### config.mk
export PLATFORM = sky130hd
export DESIGN_NAME = cmd_ctrl
export DESIGN_NICKNAME = d
export VERILOG_FILES = /design/src/rtl/cmd_ctrl.sv
export SDC_FILE = /design/constraint.sdc
export NUM_CORES = 1
export LEC_CHECK = 0
export ABC_AREA = 1
export ABC_CLOCK_PERIOD_IN_PS = 2100
export CAP_MARGIN = 5
export CORE_UTILIZATION = 25
export CTS_CLUSTER_DIAMETER = 30
export DETAILED_ROUTE_END_ITERATION = 8
export GPL_ROUTABILITY_DRIVEN = 0
export PLACE_DENSITY_LB_ADDON = 0.08
export SETUP_SLACK_MARGIN = 0.3
export SKIP_LAST_GASP = 1
export SLEW_MARGIN = 5
export SYNTH_ARGS = -nofsm -noshare
export SYNTH_HDL_FRONTEND = slang
export SYNTH_SLANG_ARGS = --single-unit
### constraint.sdc
create_clock -name CLK -period 2.1 [get_ports CLK]
set_input_delay 0.21 -clock CLK [delete_from_list [all_inputs] [get_ports CLK]]
set_output_delay 0.21 -clock CLK [all_outputs]
set_load 0.01 [all_outputs]
### src/rtl/cmd_ctrl.sv
// Command controller: decodes RX frame bytes into register-file writes/reads and ALU
// operations, then streams results into the TX FIFO least-significant word first.
module cmd_ctrl #(
    parameter int DATA_W = 8,
    parameter int ADDR_W = 4,
    parameter int FUN_W  = 4,
    parameter int RES_W  = 16
) (
    input  logic              CLK,
    input  logic              RST,
    input  logic [DATA_W-1:0] RX_P_Data,
    input  logic              RX_D_VLD,
    input  logic [DATA_W-1:0] Rd_D,
    input  logic              Rd_D_Vld,
    input  logic [RES_W-1:0]  ALU_OUT,
    input  logic              ALU_OUT_VLD,
    input  logic              F_FULL,
    output logic              CLK_G_EN,
    output logic              ALU_EN,
    output logic [FUN_W-1:0]  ALU_FUN,
    output logic              WrEn,
    output logic              RdEn,
    output logic [ADDR_W-1:0] Address,
    output logic [DATA_W-1:0] Wr_D,
    output logic              W_INC,
    output logic [DATA_W-1:0] WR_DATA,
    output logic              BUSY,
    output logic [3:0]        o_fsm_state
);

    localparam int NRES  = RES_W / DATA_W;
    localparam int CNT_W = (NRES > 1) ? $clog2(NRES) : 1;
    localparam logic [CNT_W-1:0] LAST_WORD = CNT_W'(NRES - 1);

    localparam logic [DATA_W-1:0] CMD_WR      = DATA_W'(8'hAA);
    localparam logic [DATA_W-1:0] CMD_RD      = DATA_W'(8'hBB);
    localparam logic [DATA_W-1:0] CMD_ALU_OP  = DATA_W'(8'hCC);
    localparam logic [DATA_W-1:0] CMD_ALU_NOP = DATA_W'(8'hDD);

    localparam logic [3:0] S_IDLE     = 4'd0;
    localparam logic [3:0] S_WR_ADDR  = 4'd1;
    localparam logic [3:0] S_WR_DATA  = 4'd2;
    localparam logic [3:0] S_RD_ADDR  = 4'd3;
    localparam logic [3:0] S_RD_WAIT  = 4'd4;
    localparam logic [3:0] S_OP_A     = 4'd5;
    localparam logic [3:0] S_OP_B     = 4'd6;
    localparam logic [3:0] S_ALU_FUN  = 4'd7;
    localparam logic [3:0] S_ALU_WAIT = 4'd8;
    localparam logic [3:0] S_TX       = 4'd9;

    logic [3:0]       r_state;
    logic [3:0]       w_next;
    logic [RES_W-1:0] r_buf;
    logic [CNT_W-1:0] r_cnt;

    assign o_fsm_state = r_state;

    // r_cnt holds the number of words still to send after the current one.
    always_comb begin
        w_next = r_state;
        case (r_state)
            S_IDLE: begin
                if (RX_D_VLD) begin
                    if (RX_P_Data == CMD_WR)           w_next = S_WR_ADDR;
                    else if (RX_P_Data == CMD_RD)      w_next = S_RD_ADDR;
                    else if (RX_P_Data == CMD_ALU_OP)  w_next = S_OP_A;
                    else if (RX_P_Data == CMD_ALU_NOP) w_next = S_ALU_FUN;
                end
            end
            S_WR_ADDR:  if (RX_D_VLD)    w_next = S_WR_DATA;
            S_WR_DATA:  if (RX_D_VLD)    w_next = S_IDLE;
            S_RD_ADDR:  if (RX_D_VLD)    w_next = S_RD_WAIT;
            S_RD_WAIT:  if (Rd_D_Vld)    w_next = S_TX;
            S_OP_A:     if (RX_D_VLD)    w_next = S_OP_B;
            S_OP_B:     if (RX_D_VLD)    w_next = S_ALU_FUN;
            S_ALU_FUN:  if (RX_D_VLD)    w_next = S_ALU_WAIT;
            S_ALU_WAIT: if (ALU_OUT_VLD) w_next = S_TX;
            S_TX:       if (!F_FULL && r_cnt == '0) w_next = S_IDLE;
            default:    w_next = S_IDLE;
        endcase
    end

    always_ff @(posedge CLK or negedge RST) begin
        if (!RST) begin
            r_state  <= S_IDLE;
            r_buf    <= '0;
            r_cnt    <= '0;
            CLK_G_EN <= 1'b0;
            ALU_EN   <= 1'b0;
            ALU_FUN  <= '0;
            WrEn     <= 1'b0;
            RdEn     <= 1'b0;
            Address  <= '0;
            Wr_D     <= '0;
            W_INC    <= 1'b0;
            WR_DATA  <= '0;
            BUSY     <= 1'b0;
        end else begin
            r_state <= w_next;
            BUSY    <= (w_next != S_IDLE);
            WrEn    <= 1'b0;
            RdEn    <= 1'b0;
            ALU_EN  <= 1'b0;
            W_INC   <= 1'b0;
            case (r_state)
                S_WR_ADDR: if (RX_D_VLD) Address <= RX_P_Data[ADDR_W-1:0];
                S_WR_DATA: begin
                    if (RX_D_VLD) begin
                        Wr_D <= RX_P_Data;
                        WrEn <= 1'b1;
                    end
                end
                S_RD_ADDR: begin
                    if (RX_D_VLD) begin
                        Address <= RX_P_Data[ADDR_W-1:0];
                        RdEn    <= 1'b1;
                    end
                end
                S_RD_WAIT: begin
                    if (Rd_D_Vld) begin
                        r_buf <= RES_W'(Rd_D);
                        r_cnt <= '0;
                    end
                end
                S_OP_A: begin
                    if (RX_D_VLD) begin
                        Address <= '0;
                        Wr_D    <= RX_P_Data;
                        WrEn    <= 1'b1;
                    end
                end
                S_OP_B: begin
                    if (RX_D_VLD) begin
                        Address <= ADDR_W'(1);
                        Wr_D    <= RX_P_Data;
                        WrEn    <= 1'b1;
                    end
                end
                S_ALU_FUN: begin
                    if (RX_D_VLD) begin
                        ALU_FUN  <= RX_P_Data[FUN_W-1:0];
                        ALU_EN   <= 1'b1;
                        CLK_G_EN <= 1'b1;
                    end
                end
                S_ALU_WAIT: begin
                    if (ALU_OUT_VLD) begin
                        r_buf    <= ALU_OUT;
                        r_cnt    <= LAST_WORD;
                        CLK_G_EN <= 1'b0;
                    end
                end
                S_TX: begin
                    // A full FIFO stalls the stream with the current word held in r_buf.
                    if (!F_FULL) begin
                        W_INC   <= 1'b1;
                        WR_DATA <= r_buf[DATA_W-1:0];
                        r_buf   <= r_buf >> DATA_W;
                        if (r_cnt != '0) r_cnt <= r_cnt - CNT_W'(1);
                    end
                end
                default: ;
            endcase
        end
    end

endmodule

==> flow_metrics.py <==
metrics = {
    "drt": {
        "vias": 2123,
        "routed_wl_mm": 6.375,
        "detail-route-antenna-nets": 0,
        "drc": 0,
        "firstDrtPassIters": 4,
        "vias_per_cell": 4.155,
        "wire_per_inst_um": 12.48,
        "first_iter_violations": 60,
    },
    "timing": {
        "skew_ps": 5.220,
        "drv_slew": 0,
        "fin_crit_ps": 1663,
        "hold_viol": 0,
        "tightest_slew_ps": 556.7,
        "rsz0062_at_grt": "false",
        "final.setup.worst_slack_ps": 437.3,
        "holdWs_ps": 428.7,
        "slew_headroom_pct": 62.88,
        "fmax_mhz": 601.4,
        "fin_setup_tns_ps": 0,
        "setup_viol": 0,
        "post-route-period-util_pct": 79.18,
    },
    "layout": {
        "fin_nets": 416,
        "final_util_pct": 36.03,
        "antennaDiodeCount": 0,
        "n_fill_cell": 1065,
        "drive_above_1_share_pct": 12.96,
        "area_delta_synth_final_pct": 40.80,
        "final_cell_count_no_fill": 511,
    },
    "die": {
        "fp.dieW_um": 101.8,
        "ioPinCount": 72,
        "start_util_pct": 25.59,
        "fp.dieH_um": 101.8,
        "row_count": 36,
        "coreArea_sq_mm": 0.009729,
        "design.die.area_sq_mm": 0.01036,
    },
    "synth": {
        "yosys_warnings": 0,
        "synth.cell_area_sq_mm": 0.002490,
        "ys_ff_latch": 51,
        "synth-edff-count": 0,
        "synth_cell_types": 21,
        "synth_nets": 338,
        "synth.top_cell.area_share_pct": 51.26,
        "yosysSeqAreaShare_pct": 51.26,
        "synth_ff_type": "dfrtp_1",
        "syn_avg_cell_area_sq_um": 8.300,
        "synthArstFlopShare_pct": 100.0,
        "synth_top_area_cell": "dfrtp_1",
        "syn_inst": 300,
        "yosys-top-cells-area": "dfrtp_1 51%, nand2_1 13%, inv_1 6.9%",
    },
    "placement": {
        "portBuffers": 71,
        "place_ws_ps": 255.0,
        "dp.cells": 502,
        "dp_hpwl_mm": 4.791,
    },
    "job": {
        "max_cap_viol_count": 0,
    },
    "pwr": {
        "max-vdd-ir-drop_uv": 458.2,
        "p_leak_nw": 1.643,
        "p_per_area_mw_per_mm2": 1248,
    },
    "critical_path": {
        "timing.rr.start": "o_fsm_state[1]",
        "rr_endpoint": "r_buf[12]",
        "worstSetupEndpointType": "flip-flop",
        "critPathSlowestCell": "dfrtp_1",
        "max_stage_delay_ps": 490,
        "rr_worst_depth": 6,
        "crit_chain": "nor2_1, buf_4, nand2_1, o21ai_4, nor2_4, o22ai_2",
        "cp_max_fo": 13,
        "crit_arrival_ps": 1840,
        "crit_type": "flip-flop to flip-flop",
        "r2r_slack_ps": 440,
        "critPathTopFamily": "simple AND/OR/NAND/NOR gates",
        "critPathBufInv": 1,
        "critPathLaunchType": "flip-flop",
        "required_ps": 2270,
    },
    "clocking": {
        "numClockSinks": 51,
        "cts_buffer_depth": 2,
        "post_cts_buffers": 0,
        "insertion_delay_ps": 300,
        "cts_tree": "yes",
        "ctsRootBufferMaster": "clkbuf_8",
        "clkTransAtPathRegs_ps": 90,
        "numCtsBuffers": 5,
        "cts_max_level": 2,
    },
    "global_routing": {
        "overflow": 0,
        "grt_pass1_vias": 2080,
        "grt_pass1_wl_mm": 10.49,
        "antenna_found_initial": 0,
        "grt_start_max_net_pins": 31,
        "grt_use_total_pct": 13.37,
    },
    "min_path": {
        "hold_path.class": "input pin to asynchronous set/reset pin",
    },
    "outcome": {
        "status": "finished, final reports clean",
    },
}
-- stage by stage --
stage                     total power, mW  area [sq um]
after global placement              3.717          3367
final                               4.376          3506
after floorplan                     2.808          2490
after global routing                4.754          3506
after CTS                           4.446          3495
after detailed placement            3.717          3367
-- placed cells by master (no fill, tap or decap), types with 8 or more instances in the layout --
cell | netlist | routed
o21ai_1 | 15 | 14
dfrtp_1 | 51 | 51
clkdlybuf4s50_1 | 0 | 70
nor2_1 | 20 | 20
o211ai_1 | 8 | 8
nand2_1 | 83 | 83
inv_1 | 46 | 46
o21ai_2 | 10 | 10
nand3_1 | 21 | 21
o22ai_2 | 8 | 8
-- per-layer routing --
metal,global-route usage [%],wire [um]
met1,19.38,3172
met2,19.49,2759
met4,4.571,104
met5,0,0
met3,2.968,340
-- kinds of logic after synthesis --
kind of cell    Yosys count  share of synthesized area, %
simple gates            134                         22.46
buf+inv                  61                         10.10
compound gates           54                         16.18
flops                    51                         51.26
-- synthesized netlist by cell type (3+ instances only) --
cell type,instances
o21ai_2,10
inv_2,7
dfrtp_1,51
nand4_1,3
nand2_1,83
buf_2,6
nand3_1,21
o211ai_1,8
o21ai_0,7
o21ai_1,15
nor2_2,3
o22ai_2,8
inv_1,46
nor2_1,20
-- timing repair --
action / 4_1_cts / 5_1_grt
gates cloned: 1 / 0
resized for setup: 1 / 2
hold buffers: 1 / 0
endpoints found under the hold margin: 21 / 0
setup endpoints to repair: 16 / 15
pin swaps: 1 / 0
-- power by group --
group | internal, mW | switching, mW
clock network | 0.349 | 0.328
logic | 1.00 | 1.07
registers | 1.40 | 0.221
-- state kept, by name, summed over array words and instances (netlist names) --
signal	cells
ALU_EN	1
ALU_FUN	4
Address	4
BUSY	1
CLK_G_EN	1
RdEn	1
WR_DATA	8
W_INC	1
WrEn	1
Wr_D	8
o_fsm_state	4
r_buf	16
r_cnt	1
-- area by class of cell --
cell class	instances	area, sq um	share of cell area (%)
tap	133	166.4	4.747
clock inverter	2	37.54	1.071
clock buffer	5	68.82	1.963
sequential	51	1276	36.40
inverter	53	198.9	5.675
timing repair buffer	78	773.2	22.06
multi-input combinational	189	984.7	28.09
-- worst register-to-register path, cell delays in order, from the launching register on --
cell	delay, ps
dfrtp_1	490
nor2_1	100
buf_4	190
nand2_1	140
o21ai_4	100
nor2_4	420
o22ai_2	100
-- how the worst max path moves through the flow --
stage | from | to | depth (start not counted)
after global routing | o_fsm_state[1] | r_buf[10] | 6
final | o_fsm_state[1] | r_buf[12] | 6
after floorplan | o_fsm_state[0] | r_buf[1] | 8
after detailed placement | o_fsm_state[1] | r_buf[3] | 7
after global placement | RX_D_VLD | Wr_D[0] | 6
after CTS | o_fsm_state[1] | r_buf[3] | 8
No activity file was read; power rests on OpenSTA's default activity.
